### config.mk
export PLATFORM = sky130hd
export DESIGN_NAME = spi_slave_i
export DESIGN_NICKNAME = d
export VERILOG_FILES = /design/src/rtl/spi_pkg.sv /design/src/rtl/bit_sync.sv /design/src/rtl/spi_slave_i.sv
export SDC_FILE = /design/constraint.sdc
export NUM_CORES = 1
export LEC_CHECK = 0
export ABC_AREA = 1
export BUFFER_PORTS_ARGS = -buffer_cell sky130_fd_sc_hd__buf_2
export CAP_MARGIN = 20
export CORE_MARGIN = 3
export CORE_UTILIZATION = 40
export CTS_CLUSTER_SIZE = 10
export DETAILED_ROUTE_END_ITERATION = 12
export PLACE_DENSITY = 0.65
export SLEW_MARGIN = 20
export SYNTH_ARGS = -nofsm -noshare
export SYNTH_HDL_FRONTEND = slang
export SYNTH_SLANG_ARGS = --single-unit
### constraint.sdc
create_clock -name clk_i -period 1.98 [get_ports clk_i]
set_input_delay 0.297 -clock clk_i [delete_from_list [all_inputs] [get_ports clk_i]]
set_output_delay 0.297 -clock clk_i [all_outputs]
set_load 0.02 [all_outputs]
### src/rtl/spi_pkg.sv
// Shared types and constants for the SPI receive slave.
package spi_pkg;

  typedef enum logic {IDLE, SHIFT} spi_rx_state_t;

  localparam int unsigned SPI_MIN_SYNC_STAGES = 2;
  localparam logic        SPI_SCLK_IDLE       = 1'b1;

endpackage

### src/rtl/bit_sync.sv
// Multi-flop synchroniser for one asynchronous line, with configurable reset level.
module bit_sync #(
  parameter int unsigned STAGES  = 2,
  parameter logic        RST_VAL = 1'b0
) (
  input  logic clk,
  input  logic rst,
  input  logic d,
  output logic q
);

  logic [STAGES-1:0] ff;

  always_ff @(posedge clk or posedge rst) begin
    if (rst) ff <= {STAGES{RST_VAL}};
    else     ff <= {ff[STAGES-2:0], d};
  end

  assign q = ff[STAGES-1];

endmodule

### src/rtl/spi_slave_i.sv
// Oversampling SPI receive slave: MSB-first frames to a parallel word with vld/err strobes.
// Optional error counter (err_cnt_o, err_clr_i) enabled by SPI_SLAVE_I_ERR_CNT_EN.
module spi_slave_i
  import spi_pkg::*;
#(
  parameter int unsigned DATA_WIDTH  = 8,
  parameter int unsigned SYNC_STAGES = 2
) (
  input  logic                  clk_i,
  input  logic                  arst_i,
  input  logic                  sclk_i,
  input  logic                  sync_i,
  input  logic                  mosi_i,
`ifdef SPI_SLAVE_I_ERR_CNT_EN
  input  logic                  err_clr_i,
  output logic [7:0]            err_cnt_o,
`endif
  output logic [DATA_WIDTH-1:0] data_o,
  output logic                  vld_o,
  output logic                  err_o,
  output logic                  busy_o
);

  localparam int unsigned STG = (SYNC_STAGES < SPI_MIN_SYNC_STAGES) ? SPI_MIN_SYNC_STAGES : SYNC_STAGES;
  localparam int unsigned CW  = $clog2(DATA_WIDTH + 2);
  localparam logic [CW-1:0] CNT_FULL = CW'(DATA_WIDTH);
  localparam logic [CW-1:0] CNT_MAX  = CW'(DATA_WIDTH + 1);

  logic sclk_s, sync_s, mosi_s;
  logic sclk_d, sync_d;
  logic [STG:0] arm;
  logic sclk_fall_q, sync_fall_q, sync_rise_q, mosi_q;

  spi_rx_state_t state, state_nxt;
  logic [DATA_WIDTH-1:0] shift, shift_nxt;
  logic [CW-1:0] cnt, cnt_nxt;
  logic close_ok, close_bad, vld_pend, err_pend;

  bit_sync #(.STAGES(STG), .RST_VAL(1'b0)) u_sync_sclk (.clk(clk_i), .rst(arst_i), .d(sclk_i), .q(sclk_s));
  bit_sync #(.STAGES(STG), .RST_VAL(1'b1)) u_sync_sync (.clk(clk_i), .rst(arst_i), .d(sync_i), .q(sync_s));
  bit_sync #(.STAGES(STG), .RST_VAL(1'b0)) u_sync_mosi (.clk(clk_i), .rst(arst_i), .d(mosi_i), .q(mosi_s));

  // arm masks sync falls until both compared samples come from the real line,
  // so a sync already low at reset release is not taken as a frame start.
  always_ff @(posedge clk_i or posedge arst_i) begin
    if (arst_i) begin
      sclk_d      <= 1'b0;
      sync_d      <= 1'b1;
      arm         <= '0;
      sclk_fall_q <= 1'b0;
      sync_fall_q <= 1'b0;
      sync_rise_q <= 1'b0;
      mosi_q      <= 1'b0;
    end else begin
      sclk_d      <= sclk_s;
      sync_d      <= sync_s;
      arm         <= {arm[STG-1:0], 1'b1};
      sclk_fall_q <= (sclk_d == SPI_SCLK_IDLE) && (sclk_s != SPI_SCLK_IDLE);
      sync_fall_q <= arm[STG] && sync_d && !sync_s;
      sync_rise_q <= !sync_d && sync_s;
      mosi_q      <= mosi_s;
    end
  end

  always_ff @(posedge clk_i or posedge arst_i) begin
    if (arst_i) state <= IDLE;
    else        state <= state_nxt;
  end

  always_comb begin
    state_nxt = state;
    shift_nxt = shift;
    cnt_nxt   = cnt;
    close_ok  = 1'b0;
    close_bad = 1'b0;
    case (state)
      IDLE: begin
        if (sync_fall_q) begin
          state_nxt = SHIFT;
          shift_nxt = '0;
          cnt_nxt   = '0;
        end
      end
      SHIFT: begin
        if (sclk_fall_q) begin
          shift_nxt = {shift[DATA_WIDTH-2:0], mosi_q};
          if (cnt != CNT_MAX) cnt_nxt = cnt + CW'(1);
        end
        // Closing uses the post-shift count so a same-cycle final bit is included.
        if (sync_rise_q) begin
          state_nxt = IDLE;
          close_ok  = (cnt_nxt == CNT_FULL);
          close_bad = (cnt_nxt != CNT_FULL);
        end
      end
      default: state_nxt = IDLE;
    endcase
  end

  always_ff @(posedge clk_i or posedge arst_i) begin
    if (arst_i) begin
      shift    <= '0;
      cnt      <= '0;
      data_o   <= '0;
      vld_pend <= 1'b0;
      err_pend <= 1'b0;
      vld_o    <= 1'b0;
      err_o    <= 1'b0;
    end else begin
      shift    <= shift_nxt;
      cnt      <= cnt_nxt;
      if (close_ok) data_o <= shift_nxt;
      vld_pend <= close_ok;
      err_pend <= close_bad;
      vld_o    <= vld_pend;
      err_o    <= err_pend;
    end
  end

  assign busy_o = (state == SHIFT);

`ifdef SPI_SLAVE_I_ERR_CNT_EN
  logic [7:0] err_cnt;

  always_ff @(posedge clk_i or posedge arst_i) begin
    if (arst_i)                       err_cnt <= '0;
    else if (err_clr_i)               err_cnt <= '0;
    else if (err_o && err_cnt != '1)  err_cnt <= err_cnt + 8'd1;
  end

  assign err_cnt_o = err_cnt;
`endif

endmodule

==> flow_metrics.tcl <==
set metrics [dict create \
    run_status "complete, no violations" \
    power_per_cell_area_nw_per_um2 1050 \
    ff_latch_area_sq_um 1000 \
    vias_per_cell 4.67 \
    dpl.hpwl_um 1830 \
    placed_area_sq_um 1670 \
    hold_ws_ps 114 \
    post-cts-setup-buffer-count 0 \
    setup.worst_path.end_class "flop" \
    maxSlewViolCount 0 \
    area_growth_syn_to_layout_pct 14.3 \
    detail_route.wirelength_um 2480 \
    multi_input_comb_area_sq_um 458 \
    cp.arrival_ps 1770 \
    cp.required_ps 2150 \
    cts_resized 0 \
    cts_made_buffers 5 \
    dp_worst_setup_slack_ps 385 \
    timing_hold_violations_final 0 \
    total_leakage_power_nw 0.908 \
    core_region_area_sq_um 3520 \
    synth_seq_cells 40 \
    die_footprint_sq_um 4650 \
    globalRoute.totalOverflow 0 \
    totalPowerFinal_mw 1.86 \
    cp-start-kind "flop" \
    dr.pass1.iters 4 \
    syn_nets 149 \
    clkLatencyLatePin_ps 280 \
    die_width_um 68.2 \
    timing.critical_path.buf_inv 2 \
    crit_path_max_fanout 9 \
    path_cells "inv_1, ha_1, nand3_4, nand2_4, nand2_2, nand2_2, nand2_4, inv_2, nand3_4, nand2_1, nand2_1" \
    placed_cells 203 \
    synth_top_area_frac 0.599 \
    global_route_wire_length_before_repair_um 4420 \
    stdcell_area_sq_um 1770 \
    residual_antenna_violating_net_count_after_detailed_routing 0 \
    final_core_utilization 0.502 \
    grt_usage 0.130 \
    grt_setup_unrepaired "no" \
    layout.cells.non_filler 211 \
    initial_antenna_violation_count 0 \
    max_cap_viol_count 0 \
    placementRows 21 \
    remaining_drc_errors 0 \
    gp_congestion 0.787 \
    clock_tree.htree_level_count 2 \
    yosys-top-cells-area "dfrtp_1 60%, nand2_1 7.8%, dfstp_2 5.1%" \
    top_level_ports 16 \
    setup.worst_path.class "flop to flop" \
    cts-root-to-sink-buffers 2 \
    detail_route.iter0.violations 35 \
    max_freq_ghz 0.627 \
    cell_family_contributing_the_most_delay_on_the_critical_path "simple AND/OR/NAND/NOR gates" \
    tritoncts "done" \
    final_layout_size_suffix_gt1_frac 0.255 \
    route.detailed.wl_per_inst_um 11.7 \
    diodes 0 \
    dr_total_vias 986 \
    synth_cells 142 \
    clkSlewWorstSetupHoldPaths_ps 80 \
    setup-violations-final 0 \
    synth.yosys.seq_area_share 0.650 \
    final.min_clock_period_ps 1590 \
    postSynthAreaPerCell_sq_um 10.9 \
    initial_core_util 0.439 \
    cp_slowest_stage_delay_ps 430 \
    finClkSkew_ps 6.73 \
    filler_cell_count 346 \
    die_height_um 68.2 \
    tritoncts_num_sinks 40 \
    critical-path-slowest-cell "dfrtp_1" \
    finalNetCount 171 \
    grt_pass1_vias 1032 \
    placement.io_buffers 15 \
    cts_root_buf "clkbuf_8" \
    period_share 0.805 \
    synth-warning-count 0 \
    min_path_type "primary input to flop" \
    synth_largest_area_cell "dfrtp_1" \
    grt_max_degree 41 \
    totalNegativeSetupSlack_ps 0 \
    syn-cell-area_sq_um 1550 \
    power.ir.vdd_worst_uv 553 \
    cts.hold.buffers_added 0 \
    synth_cell_type_count 22 \
    final_critical_path_setup_slack_ps 385 \
]
==> layout by cell type (no fill, tap or decap), drive strengths merged <==
cell	Yosys	routed
buf	1	16
clkbuf	0	6
clkinv	1	3
conb	1	1
dfrtp	37	37
dfstp	3	3
ha	2	2
inv	18	18
nand2	38	38
nand3	13	13
nand3b	1	1
nand4	2	2
nor2	11	11
o21ai	3	3
o22ai	10	10
xor2	1	1
==> Yosys cell counts <==
cell and instances:
dfrtp_1 37, nand2_1 32, inv_1 15, nand3_1 11, o22ai_1 10, nor2_1 7
nand2_2 4, dfstp_2 3, inv_2 3, nor2_2 3, ha_1 2, nand2_4 2
nand3_4 2, nand4_1 2, o21ai_0 2, buf_6 1, clkinv_1 1, conb_1 1
nand3b_1 1, nor2_8 1, o21ai_1 1, xor2_1 1
==> logic make-up (layout without fill, tap and decap cells) <==
| family | after synthesis | count (layout) | synth area share |
|---|---|---|---|
| flip-flops | 40 | 40 | 0.650 |
| other | 1 | 1 | 0.00243 |
| XOR/XNOR | 1 | 1 | 0.00567 |
| AO/OA/AOI/OAI | 13 | 13 | 0.0502 |
| AND/OR/NAND/NOR | 65 | 65 | 0.222 |
| buffers and inverters | 20 | 43 | 0.0534 |
| adder cells (fa/ha/maj) | 2 | 2 | 0.0162 |
==> layout make-up <==
class                      instances  share of cell area
inverter                          19              0.0404
sequential                        40               0.569
tap                               46              0.0326
timing repair buffer              16              0.0467
multi-input combinational         82               0.259
clock inverter                     2             0.00567
clock buffer                       6              0.0467
==> worst paths after layout <==
kind	endpoint	start	slack, ps	cells after the start
worst max-delay path	data_o[5]	cnt[1]	390	11
worst min register to register	arm[2]	arm[1]	350	0
min in group asynchronous	shift[1]	arst_i	120	3
worst min-delay path	u_sync_sync.ff[0]	sync_i	110	1
worst max register to register	data_o[5]	cnt[1]	390	11
max in group asynchronous	u_sync_sync.ff[0]	arst_i	1510	3
==> where the power goes <==
| group | internal, mW | total, mW | switching (mW) |
|---|---|---|---|
| registers | 0.885 | 0.951 | 0.0652 |
| clock network | 0.278 | 0.536 | 0.259 |
| logic | 0.119 | 0.370 | 0.251 |
==> layer usage <==
layer  vias up  track usage  wire length [um]
met3         5       0.0345                73
met4         0       0.0596                43
met5         -            0                 0
met2        13        0.223              1310
li1        494            -                 -
met1       474        0.152              1050
==> worst register-to-register path, delay by kind of cell (launching register included) <==
| kind | cells | cell delay, ps |
|---|---|---|
| buf+inv | 2 | 190 |
| flops | 1 | 430 |
| simple gates | 8 | 640 |
| fa+ha+maj | 1 | 220 |
==> registers in the layout (all words and copies together) (netlist names) <==
signal          count
u_sync_sync.ff      2
err_pend            1
cnt                 4
err_o               1
vld_o               1
sync_fall_q         1
u_sync_sclk.ff      2
vld_pend            1
sync_d              1
mosi_q              1
sclk_fall_q         1
sclk_d              1
shift               8
data_o              8
arm                 3
busy_o              1
u_sync_mosi.ff      2
sync_rise_q         1
Note: power is estimated with default switching activity, not from simulation.
